===== config.mk =====
export PLATFORM = sky130hd
export DESIGN_NAME = dram_access_sched_flat
export DESIGN_NICKNAME = d
export VERILOG_FILES = /design/src/rtl/dram_access_sched_if.sv /design/src/rtl/dram_access_sched.sv /design/src/flat_wrapper.sv
export SDC_FILE = /design/constraint.sdc
export NUM_CORES = 1
export LEC_CHECK = 0
export BUFFER_PORTS_ARGS = -buffer_cell sky130_fd_sc_hd__buf_2
export CAP_MARGIN = 20
export CORE_ASPECT_RATIO = 1.2
export CORE_MARGIN = 5
export CORE_UTILIZATION = 50
export CTS_BUF_LIST = sky130_fd_sc_hd__clkbuf_16
export CTS_CLUSTER_SIZE = 25
export DETAILED_ROUTE_END_ITERATION = 6
export GPL_TIMING_DRIVEN = 0
export PLACE_DENSITY_LB_ADDON = 0.08
export SLEW_MARGIN = 10
export SYNTH_ARGS = -nofsm -noshare
export SYNTH_HDL_FRONTEND = slang
export SYNTH_SLANG_ARGS = --single-unit

===== constraint.sdc =====
create_clock -name clk -period 5.6 [get_ports clk]
set_clock_uncertainty 0.1 [all_clocks]
set_input_delay 1.12 -clock clk [delete_from_list [all_inputs] [get_ports clk]]
set_output_delay 1.12 -clock clk [all_outputs]
set_load 0.01 [all_outputs]

===== src/rtl/dram_access_sched_if.sv =====
`timescale 1ns/1ps
// Engine-side bus of dram_access_sched.
//   master : the write/read engines (drive requests, address, data)
//   slave  : the scheduler (returns acks and read data)
interface dram_access_sched_if #(
    parameter int unsigned ADDR_W = 16,
    parameter int unsigned DATA_W = 16
);
    logic              wr_req;
    logic [ADDR_W-1:0] wr_addr;
    logic [DATA_W-1:0] wr_data;
    logic              wr_ack;
    logic              rd_req;
    logic [ADDR_W-1:0] rd_addr;
    logic              rd_ack;
    logic [DATA_W-1:0] rd_data;

    modport master (
        output wr_req, wr_addr, wr_data, rd_req, rd_addr,
        input  wr_ack, rd_ack, rd_data
    );

    modport slave (
        input  wr_req, wr_addr, wr_data, rd_req, rd_addr,
        output wr_ack, rd_ack, rd_data
    );
endinterface


===== src/rtl/dram_access_sched.sv =====
`timescale 1ns/1ps
// DRAM macro access scheduler: arbitrates write engine, read engine and a
// periodic refresh timer onto the 16-bit DRAM test macro and generates all
// macro strobe timing.
// Ports:
//   clk, rst_n           : clock, async active-low reset
//   ref_en               : refresh timer enable
//   eng (slave)          : engine requests/acks/read data
//   DRAM16_data          : macro read data (sampled while VSAEN is high)
//   R_AD, D_IN           : macro row address / write data
//   WRI_EN, RD_EN, VSAEN : write wordline, read enable, sense amp enable
//   REF_WWL              : refresh write-back wordline
//   busy, ref_miss       : not-idle status, sticky missed-refresh flag
module dram_access_sched #(
    parameter int unsigned ADDR_W       = 16,
    parameter int unsigned DATA_W       = 16,
    parameter int unsigned REF_INTERVAL = 1560,
    parameter int unsigned WR_CYC       = 4,
    parameter int unsigned RD_CYC       = 6,
    parameter int unsigned SAEN_DLY     = 3
) (
    input  logic                clk,
    input  logic                rst_n,
    input  logic                ref_en,
    dram_access_sched_if.slave  eng,
    input  logic [DATA_W-1:0]   DRAM16_data,
    output logic [ADDR_W-1:0]   R_AD,
    output logic [DATA_W-1:0]   D_IN,
    output logic                WRI_EN,
    output logic                RD_EN,
    output logic                VSAEN,
    output logic                REF_WWL,
    output logic                busy,
    output logic                ref_miss
);
    localparam int unsigned CNT_MAX = (WR_CYC > RD_CYC) ? WR_CYC : RD_CYC;
    localparam int unsigned CNT_W   = $clog2(CNT_MAX + 1);
    localparam int unsigned TMR_W   = $clog2(REF_INTERVAL);

    localparam logic [2:0] ST_IDLE   = 3'd0;
    localparam logic [2:0] ST_WRITE  = 3'd1;
    localparam logic [2:0] ST_READ   = 3'd2;
    localparam logic [2:0] ST_REF_RD = 3'd3;
    localparam logic [2:0] ST_REF_WB = 3'd4;

    logic [2:0]        state_q,   state_d;
    logic [CNT_W-1:0]  cnt_q,     cnt_d;
    logic [TMR_W-1:0]  timer_q,   timer_d;
    logic              ref_pend_q, ref_pend_d;
    logic              ref_miss_q, ref_miss_d;
    logic [ADDR_W-1:0] ref_row_q, ref_row_d;
    logic              last_rd_q, last_rd_d;
    logic [ADDR_W-1:0] rad_q,     rad_d;
    logic [DATA_W-1:0] din_q,     din_d;
    logic [DATA_W-1:0] rdata_q,   rdata_d;
    logic [DATA_W-1:0] wb_q,      wb_d;
    logic              wr_ack_q,  wr_ack_d;
    logic              rd_ack_q,  rd_ack_d;
    logic              wri_en_q,  wri_en_d;
    logic              rd_en_q,   rd_en_d;
    logic              vsaen_q,   vsaen_d;
    logic              ref_wwl_q, ref_wwl_d;
    logic              busy_q,    busy_d;
    logic              ref_done;
    logic              ref_tc;

    // State register and all registered outputs.
    always_ff @(posedge clk or negedge rst_n) begin
        if (!rst_n) begin
            state_q    <= ST_IDLE;
            cnt_q      <= '0;
            timer_q    <= '0;
            ref_pend_q <= 1'b0;
            ref_miss_q <= 1'b0;
            ref_row_q  <= '0;
            last_rd_q  <= 1'b1;
            rad_q      <= '0;
            din_q      <= '0;
            rdata_q    <= '0;
            wb_q       <= '0;
            wr_ack_q   <= 1'b0;
            rd_ack_q   <= 1'b0;
            wri_en_q   <= 1'b0;
            rd_en_q    <= 1'b0;
            vsaen_q    <= 1'b0;
            ref_wwl_q  <= 1'b0;
            busy_q     <= 1'b0;
        end else begin
            state_q    <= state_d;
            cnt_q      <= cnt_d;
            timer_q    <= timer_d;
            ref_pend_q <= ref_pend_d;
            ref_miss_q <= ref_miss_d;
            ref_row_q  <= ref_row_d;
            last_rd_q  <= last_rd_d;
            rad_q      <= rad_d;
            din_q      <= din_d;
            rdata_q    <= rdata_d;
            wb_q       <= wb_d;
            wr_ack_q   <= wr_ack_d;
            rd_ack_q   <= rd_ack_d;
            wri_en_q   <= wri_en_d;
            rd_en_q    <= rd_en_d;
            vsaen_q    <= vsaen_d;
            ref_wwl_q  <= ref_wwl_d;
            busy_q     <= busy_d;
        end
    end

    // Next-state, arbitration, refresh timer and strobe decode.
    always_comb begin
        state_d    = state_q;
        cnt_d      = cnt_q + CNT_W'(1);
        last_rd_d  = last_rd_q;
        rad_d      = rad_q;
        din_d      = din_q;
        rdata_d    = rdata_q;
        wb_d       = wb_q;
        ref_row_d  = ref_row_q;
        wr_ack_d   = 1'b0;
        rd_ack_d   = 1'b0;
        ref_done   = 1'b0;

        case (state_q)
            ST_IDLE: begin
                cnt_d = '0;
                // Refresh first; on a read/write tie grant the type not granted last.
                if (ref_pend_q) begin
                    state_d = ST_REF_RD;
                    rad_d   = ref_row_q;
                end else if (eng.wr_req && (!eng.rd_req || last_rd_q)) begin
                    state_d   = ST_WRITE;
                    rad_d     = eng.wr_addr;
                    din_d     = eng.wr_data;
                    last_rd_d = 1'b0;
                end else if (eng.rd_req) begin
                    state_d   = ST_READ;
                    rad_d     = eng.rd_addr;
                    last_rd_d = 1'b1;
                end
            end
            ST_WRITE: begin
                if (cnt_q == CNT_W'(WR_CYC - 1)) begin
                    state_d  = ST_IDLE;
                    cnt_d    = '0;
                    wr_ack_d = 1'b1;
                end
            end
            ST_READ: begin
                if (cnt_q == CNT_W'(RD_CYC - 1)) begin
                    state_d  = ST_IDLE;
                    cnt_d    = '0;
                    rdata_d  = DRAM16_data;
                    rd_ack_d = 1'b1;
                end
            end
            ST_REF_RD: begin
                // Captured row goes straight onto D_IN for the write-back.
                if (cnt_q == CNT_W'(RD_CYC - 1)) begin
                    state_d = ST_REF_WB;
                    cnt_d   = '0;
                    wb_d    = DRAM16_data;
                    din_d   = DRAM16_data;
                end
            end
            ST_REF_WB: begin
                if (cnt_q == CNT_W'(WR_CYC - 1)) begin
                    state_d   = ST_IDLE;
                    cnt_d     = '0;
                    ref_row_d = ref_row_q + ADDR_W'(1);
                    ref_done  = 1'b1;
                end
            end
            default: begin
                state_d = ST_IDLE;
                cnt_d   = '0;
            end
        endcase

        // Refresh timer; a terminal count while still pending is a miss.
        ref_tc     = ref_en && (timer_q == TMR_W'(REF_INTERVAL - 1));
        timer_d    = (!ref_en || ref_tc) ? '0 : timer_q + TMR_W'(1);
        ref_pend_d = ref_pend_q;
        ref_miss_d = ref_miss_q;
        if (ref_done) begin
            ref_pend_d = 1'b0;
        end
        if (ref_tc) begin
            if (ref_pend_q) begin
                ref_miss_d = 1'b1;
            end else begin
                ref_pend_d = 1'b1;
            end
        end

        // Strobes follow the upcoming state so they rise with state entry.
        wri_en_d  = (state_d == ST_WRITE);
        rd_en_d   = (state_d == ST_READ) || (state_d == ST_REF_RD);
        vsaen_d   = rd_en_d && (cnt_d >= CNT_W'(SAEN_DLY));
        ref_wwl_d = (state_d == ST_REF_WB);
        busy_d    = (state_d != ST_IDLE);
    end

    assign eng.wr_ack  = wr_ack_q;
    assign eng.rd_ack  = rd_ack_q;
    assign eng.rd_data = rdata_q;
    assign R_AD        = rad_q;
    assign D_IN        = din_q;
    assign WRI_EN      = wri_en_q;
    assign RD_EN       = rd_en_q;
    assign VSAEN       = vsaen_q;
    assign REF_WWL     = ref_wwl_q;
    assign busy        = busy_q;
    assign ref_miss    = ref_miss_q;
endmodule

===== src/flat_wrapper.sv =====
// flat-port wrapper written by rule: the top's interface ports become plain ports
module dram_access_sched_flat 
#(
    parameter int unsigned ADDR_W       = 16,
    parameter int unsigned DATA_W       = 16,
    parameter int unsigned REF_INTERVAL = 1560,
    parameter int unsigned WR_CYC       = 4,
    parameter int unsigned RD_CYC       = 6,
    parameter int unsigned SAEN_DLY     = 3
)
  (clk, rst_n, ref_en, DRAM16_data, R_AD, D_IN, WRI_EN, RD_EN, VSAEN, REF_WWL, busy, ref_miss, eng_wr_req, eng_wr_addr, eng_wr_data, eng_rd_req, eng_rd_addr, eng_wr_ack, eng_rd_ack, eng_rd_data);
  dram_access_sched_if #(.ADDR_W(ADDR_W), .DATA_W(DATA_W)) eng_i ();
  input  logic clk;
  input  logic rst_n;
  input  logic ref_en;
  input  logic [DATA_W-1:0] DRAM16_data;
  output logic [ADDR_W-1:0] R_AD;
  output logic [DATA_W-1:0] D_IN;
  output logic WRI_EN;
  output logic RD_EN;
  output logic VSAEN;
  output logic REF_WWL;
  output logic busy;
  output logic ref_miss;
  input wire logic [$bits(eng_i.wr_req)-1:0] eng_wr_req;
  input wire logic [$bits(eng_i.wr_addr)-1:0] eng_wr_addr;
  input wire logic [$bits(eng_i.wr_data)-1:0] eng_wr_data;
  input wire logic [$bits(eng_i.rd_req)-1:0] eng_rd_req;
  input wire logic [$bits(eng_i.rd_addr)-1:0] eng_rd_addr;
  output wire logic [$bits(eng_i.wr_ack)-1:0] eng_wr_ack;
  output wire logic [$bits(eng_i.rd_ack)-1:0] eng_rd_ack;
  output wire logic [$bits(eng_i.rd_data)-1:0] eng_rd_data;
  assign eng_i.wr_req = eng_wr_req;
  assign eng_i.wr_addr = eng_wr_addr;
  assign eng_i.wr_data = eng_wr_data;
  assign eng_i.rd_req = eng_rd_req;
  assign eng_i.rd_addr = eng_rd_addr;
  assign eng_wr_ack = eng_i.wr_ack;
  assign eng_rd_ack = eng_i.rd_ack;
  assign eng_rd_data = eng_i.rd_data;
  dram_access_sched #(.ADDR_W(ADDR_W), .DATA_W(DATA_W), .REF_INTERVAL(REF_INTERVAL), .WR_CYC(WR_CYC), .RD_CYC(RD_CYC), .SAEN_DLY(SAEN_DLY)) u_core (.clk(clk), .rst_n(rst_n), .ref_en(ref_en), .eng(eng_i), .DRAM16_data(DRAM16_data), .R_AD(R_AD), .D_IN(D_IN), .WRI_EN(WRI_EN), .RD_EN(RD_EN), .VSAEN(VSAEN), .REF_WWL(REF_WWL), .busy(busy), .ref_miss(ref_miss));
endmodule

# After elaboration in Yosys (flattened, before gate mapping)
# Index checks and enable logic that the tools add are counted.
[totals] register_bits=91 word_cells=85 input_bits=69 output_inout_bits=56
[op_classes] add_sub_neg=3 n_lt_le_gt_ge=1 n_eq_ne=14 mux=28 reduce_logical=21 bitwise=1
[ops] op="2-to-1 mux 16 bit" count=6
[ops] op="one-hot mux 16 bit (2 select lines)" count=1
[ops] op="2-to-1 mux 3 bit" count=8
[ops] op="adder 16 x 1 -> 16 bit, second input constant" count=1
[ops] op="== test 3 x 2 -> 1 bit, second input constant" count=5
[ops] op="one-hot mux 3 bit (4 select lines)" count=1
[ops] op="adder 11 x 1 -> 11 bit, second input constant" count=1
[ops] op="== test 11 bit, second input constant" count=1
[ops] op="2-to-1 mux 11 bit" count=1
[ops] op="2-to-1 mux 1 bit" count=10
[ops] op="== test 3 bit, second input constant" count=3
[ops] op="AND reduction 2 bit" count=4
[ops] op="== test 3 x 1 -> 1 bit, second input constant" count=2
[ops] op="one-hot mux 3 bit (2 select lines)" count=1
[ops] op="nonzero test 3 bit" count=2
[ops] op="inequality test 2 x 1 -> 1 bit, second input constant" count=2
[ops] op="AND reduction 4 bit" count=1
[ops] op="nonzero test 2 bit" count=2
[ops] op="OR reduction 2 bit" count=2
[ops] op="adder 3 x 1 -> 3 bit, second input constant" count=1
[ops] op="greater-or-equal comparator 3 x 2 -> 1 bit, second input constant" count=1
[ops] op="logical AND 1 bit" count=3
[ops] op="logical NOT 3 bit" count=1
[ops] op="logical OR 1 bit" count=3
[ops] op="4 further kinds" count=5

# Depth between registers and ports, before layout
[logic_depth] depth_word=9 mapped_depth=7 mapped_depth_nobuf=6

# Worst setup path after synthesis
# Ideal clock, no wire load.
[synth_timing] path_type="input-to-reg" from="input eng_rd_req" to="register u_core.din_q[6], in the netlist u_core.D_IN[6]" setup_slack_ns=3.204 path_stages=6 setup_ns=0.127 n_path_buf=2 required_time_ns=5.373 t_arrival_ns=2.168 path_cell_list="nand2b_1 -> buf_2 -> nand3_1 -> a21oi_4 -> buf_12 -> mux2_1"
[synth_between] elab_chain_cells=5
[synth_lines] element="start: declaration" line_no="flat_wrapper.sv:28" rtl="input wire logic [$bits(eng_i.rd_req)-1:0] eng_rd_req;"
[synth_lines] element="logical NOT 1 bit" line_no="dram_access_sched.sv:131" rtl="end else if (eng.wr_req && (!eng.rd_req || last_rd_q)) begin"
[synth_lines] element="logical OR 1 bit" line_no="dram_access_sched.sv:131"
[synth_lines] element="logical AND 1 bit" line_no="dram_access_sched.sv:131"
[synth_lines] element="inequality test 2 x 1 -> 1 bit (no line)"
[synth_lines] element="AND reduction 4 bit (no line)"
[synth_lines] element="end signal: assignment" line_no="dram_access_sched.sv:97" rtl="din_q <= din_d;"
[synth_lines] element="end: declaration" line_no="dram_access_sched.sv:54" rtl="logic [DATA_W-1:0] din_q, din_d;"
# No other way between the ends.
# A chain may end at the register's enable or synchronous reset.

# Worst setup path after layout
[layout_timing] from="input eng_wr_req" to="register u_core.rad_q[7], in the netlist u_core.R_AD[7]"
[layout_between] elab_chain_cells=3 word_cells_on_any_way=5 classes_between="mux: 2; reduce/logical: 3"
[layout_lines] element="start: declaration" line_no="flat_wrapper.sv:25" rtl="input wire logic [$bits(eng_i.wr_req)-1:0] eng_wr_req;"
[layout_lines] element="logical AND 1 bit (*)" line_no="dram_access_sched.sv:131"
[layout_lines] element="nonzero test 3 bit (no line) / 2-to-1 mux 16 bit (equally long branches)"
[layout_lines] element="AND reduction 2 bit (no line) / 2-to-1 mux 16 bit (equally long branches)"
[layout_lines] element="end signal: assignment" line_no="dram_access_sched.sv:96" rtl="rad_q <= rad_d;"
[layout_lines] element="end: declaration" line_no="dram_access_sched.sv:53" rtl="logic [ADDR_W-1:0] rad_q, rad_d;"
# Mark *: on every way between the ends. The rest lies on a longest branch, timed or not.

==> impl_metrics.py <==
metrics = {
    "die": {
        "std_cell_rows": 37,
        "io_pins": 125,
        "die_y_um": 113,
        "core_region_area_um2": 8610,
        "die_w_um": 95.9,
        "die-area_um2": 10800,
        "start_util_pct": 51.4,
    },
    "finish": {
        "final_cell_mix": "127 x buf_2, 90 x dfrtp_1, 29 x nand2_1, 21 x mux2_2, 20 x nor2_1",
        "final_layout_size_suffix_gt1_share_pct": 37.5,
        "antennaDiodeCount": 0,
        "design_area_um2": 5480,
        "final_nets": 584,
        "layout_commonest_cell": "buf_2",
        "area_delta_synth_final_pct": 23.7,
        "instances_no_fill": 631,
    },
    "sta": {
        "setup_ws_ns": 3.11,
        "rsz0062_at_grt": "false",
        "period_minus_slack_ns": 2.49,
        "tightestPinTransition_ns": 0.628,
        "finalCritPeriodShare_pct": 44.4,
        "setup_viol": 0,
        "slew_violations": 0,
        "fmax_ghz": 0.402,
        "tns_ns": 0,
        "relSlewSlack_pct": 58.2,
        "finalHoldViolations": 0,
        "hold_ws_ns": 0.364,
    },
    "pwr": {
        "swShare_pct": 33.2,
        "p_seq_share_pct": 40.3,
        "p_per_area_nw_per_um2": 438,
        "combPwrFrac_pct": 38.0,
        "leakagePower_uw": 0.00276,
        "vdd_drop_max_uv": 251,
        "pwr-share-clk_pct": 21.7,
        "netSwitchingPower_uw": 796,
        "power.internal_uw": 1600,
    },
    "critical_path": {
        "timing.rr.end": "u_core.D_IN[6]",
        "cp.required_ns": 5.70,
        "rr_startpoint": "u_core.last_rd_q",
        "rrSetupSlack_ns": 3.54,
        "start_kind": "input pin",
        "critical_path.max_fanout": 10,
        "critical_path_class": "in2reg",
        "arrival_ns": 2.59,
        "rr_worst_depth": 6,
        "endpoint_kind": "flip-flop",
    },
    "synthesis": {
        "synth_ff_type": "dfrtp_1",
        "synth_area_um2": 4430,
        "synth_fp_nets": 448,
        "ys_seq_area_share_pct": 51.5,
        "synth-edff-count": 0,
        "ys_warn_count": 0,
        "synthDistinctLibCells": 53,
        "yosys_register_bits": 91,
        "synth_cells": 373,
        "synth-async-reset-ratio_pct": 100,
        "synth_area_per_cell_um2": 11.9,
    },
    "drt": {
        "vias": 3335,
        "drc": 0,
        "drtIter0Drc": 143,
        "ant_nets": 0,
        "vias_per_cell": 5.29,
        "routed_wl_um": 10100,
        "firstDrtPassIters": 4,
        "wl_per_cell_um": 16.0,
    },
    "hold_path": {
        "hold_class": "reg2reg",
        "min-delay-start": "u_core.timer_q[0]",
        "hold_end": "u_core.timer_q[0]",
        "min_path_cells": 1,
    },
    "clocking": {
        "post-cts-setup-buffer-count": 0,
        "ctsHoldBuffers": 0,
        "clock_latency_ns": 0.34,
        "cts.htree.levels": 3,
        "postCtsResizedCells": 0,
        "cts_inserted_buffers": 9,
        "cts_tree": "built",
        "cts_sinks": 91,
        "clkTransAtPathRegs_ns": 0.06,
        "clockBufferDepth": 2,
        "cts_root_buffer": "clkbuf_16",
    },
    "grt": {
        "grt_pass1_wl_um": 16300,
        "grt_overflow": 0,
        "grtUsageTotal_pct": 19.3,
        "grt_pass1_vias": 3292,
        "grt_start_max_net_pins": 48,
        "antenna_found_initial": 0,
    },
    "placement": {
        "post-place-cells": 615,
        "portBuffers": 124,
        "place_ws_ns": 2.79,
        "placed_cell_area_um2": 5230,
        "gp_congestion": 0.770,
        "dp_hpwl_um": 7630,
    },
    "run": {
        "max-cap-violations": 0,
    },
    "run_status": {
        "status": "complete, no violations",
    },
}
## how the worst max path moves through the flow
stage | end | cells after the start | slack, ns | from
after floorplan | u_core.D_IN[6] | 6 | 3.20 | eng_rd_req
after global placement | u_core.R_AD[6] | 1 | 2.45 | rst_n
after detailed placement | u_core.R_AD[7] | 6 | 2.79 | eng_wr_req
after CTS | u_core.R_AD[7] | 6 | 3.16 | eng_wr_req
after global routing | u_core.R_AD[7] | 6 | 2.98 | eng_wr_req
final | u_core.R_AD[7] | 6 | 3.11 | eng_wr_req
## power groups by stage
| stage | logic (uW) | registers (uW) | clock network (uW) |
|---|---|---|---|
| floorplan | 504 | 1050 | 0 |
| global placement | 910 | 969 | 0 |
| detailed placement | 928 | 978 | 0 |
| CTS | 930 | 967 | 534 |
| global route | 1010 | 990 | 566 |
| finish | 913 | 966 | 521 |
## cells in the mapped netlist, types with 3 or more instances
cell	n	area share, %
xnor2_1	15	3.0
o31ai_1	14	2.4
buf_6	3	0.76
nor2_1	20	1.7
nor4_1	3	0.42
buf_4	4	0.68
nand3_1	9	1.0
nor3_1	4	0.45
and2_1	4	0.57
mux2_2	21	5.3
clkbuf_1	7	0.59
mux2_4	9	3.1
mux2_1	19	4.8
a21oi_1	4	0.45
a211oi_1	14	2.4
a211o_1	3	0.59
ha_1	6	1.7
buf_2	4	0.45
a22o_1	3	0.59
nand4_1	3	0.42
and3_1	17	2.4
xor2_1	10	2.0
inv_1	11	0.93
dfrtp_1	90	51
nor2b_1	13	1.8
nor3_2	6	1.4
nand2_1	29	2.5
## worst max-delay path: stages
cell	delay, ns
buf_2	0.11
clkbuf_1	0.34
nand2_1	0.30
buf_2	0.29
a211oi_1	0.31
o31ai_1	0.12
## routing by layer
metal / global-route usage, % / vias up / part of all wire [%]
met1: 26.3 / 1600 / 44
met3: 4.52 / 14 / 8.4
met5: 0 / - / 0
met2: 30.0 / 126 / 46
li1: - / 1595 / -
met4: 7.31 / 0 / 1.9
## flip-flops by register name (all words and copies together), names as in the netlist, 3 cells and up
signal and flops:
u_core.D_IN 16, u_core.R_AD 16, u_core.eng.rd_data 16, u_core.ref_row_q 16
u_core.timer_q 11, u_core.cnt_q 3, u_core.state_q 3
## stage by stage
| stage | total power, uW | utilization, % |
|---|---|---|
| 6_report | 2400 | 63.6 |
| 5_1_grt | 2560 | 63.6 |
| 4_1_cts | 2430 | 63.6 |
| 3_5_place_dp | 1910 | 60.7 |
| 3_3_place_gp | 1880 | 60.3 |
| 2_1_floorplan | 1560 | - |
## logic make-up after synthesis
group                    synth area share [%]
flip-flops                               51.5
buffers and inverters                    3.96
adder cells (fa/ha/maj)                  1.70
multiplexers                             13.5
AO/OA/AOI/OAI                            8.45
AND/OR/NAND/NOR                          16.0
XOR/XNOR                                 4.94
## cell type report
class / count / area [um2]
clock inverter: 7 / 28.8
multi-input combinational: 251 / 1970
tap: 117 / 146
inverter: 11 / 41.3
timing repair buffer: 125 / 651
buffer: 20 / 134
sequential: 91 / 2280
fill: 746 / 3130
clock buffer: 9 / 225
Note: power is estimated with default switching activity, not from simulation.
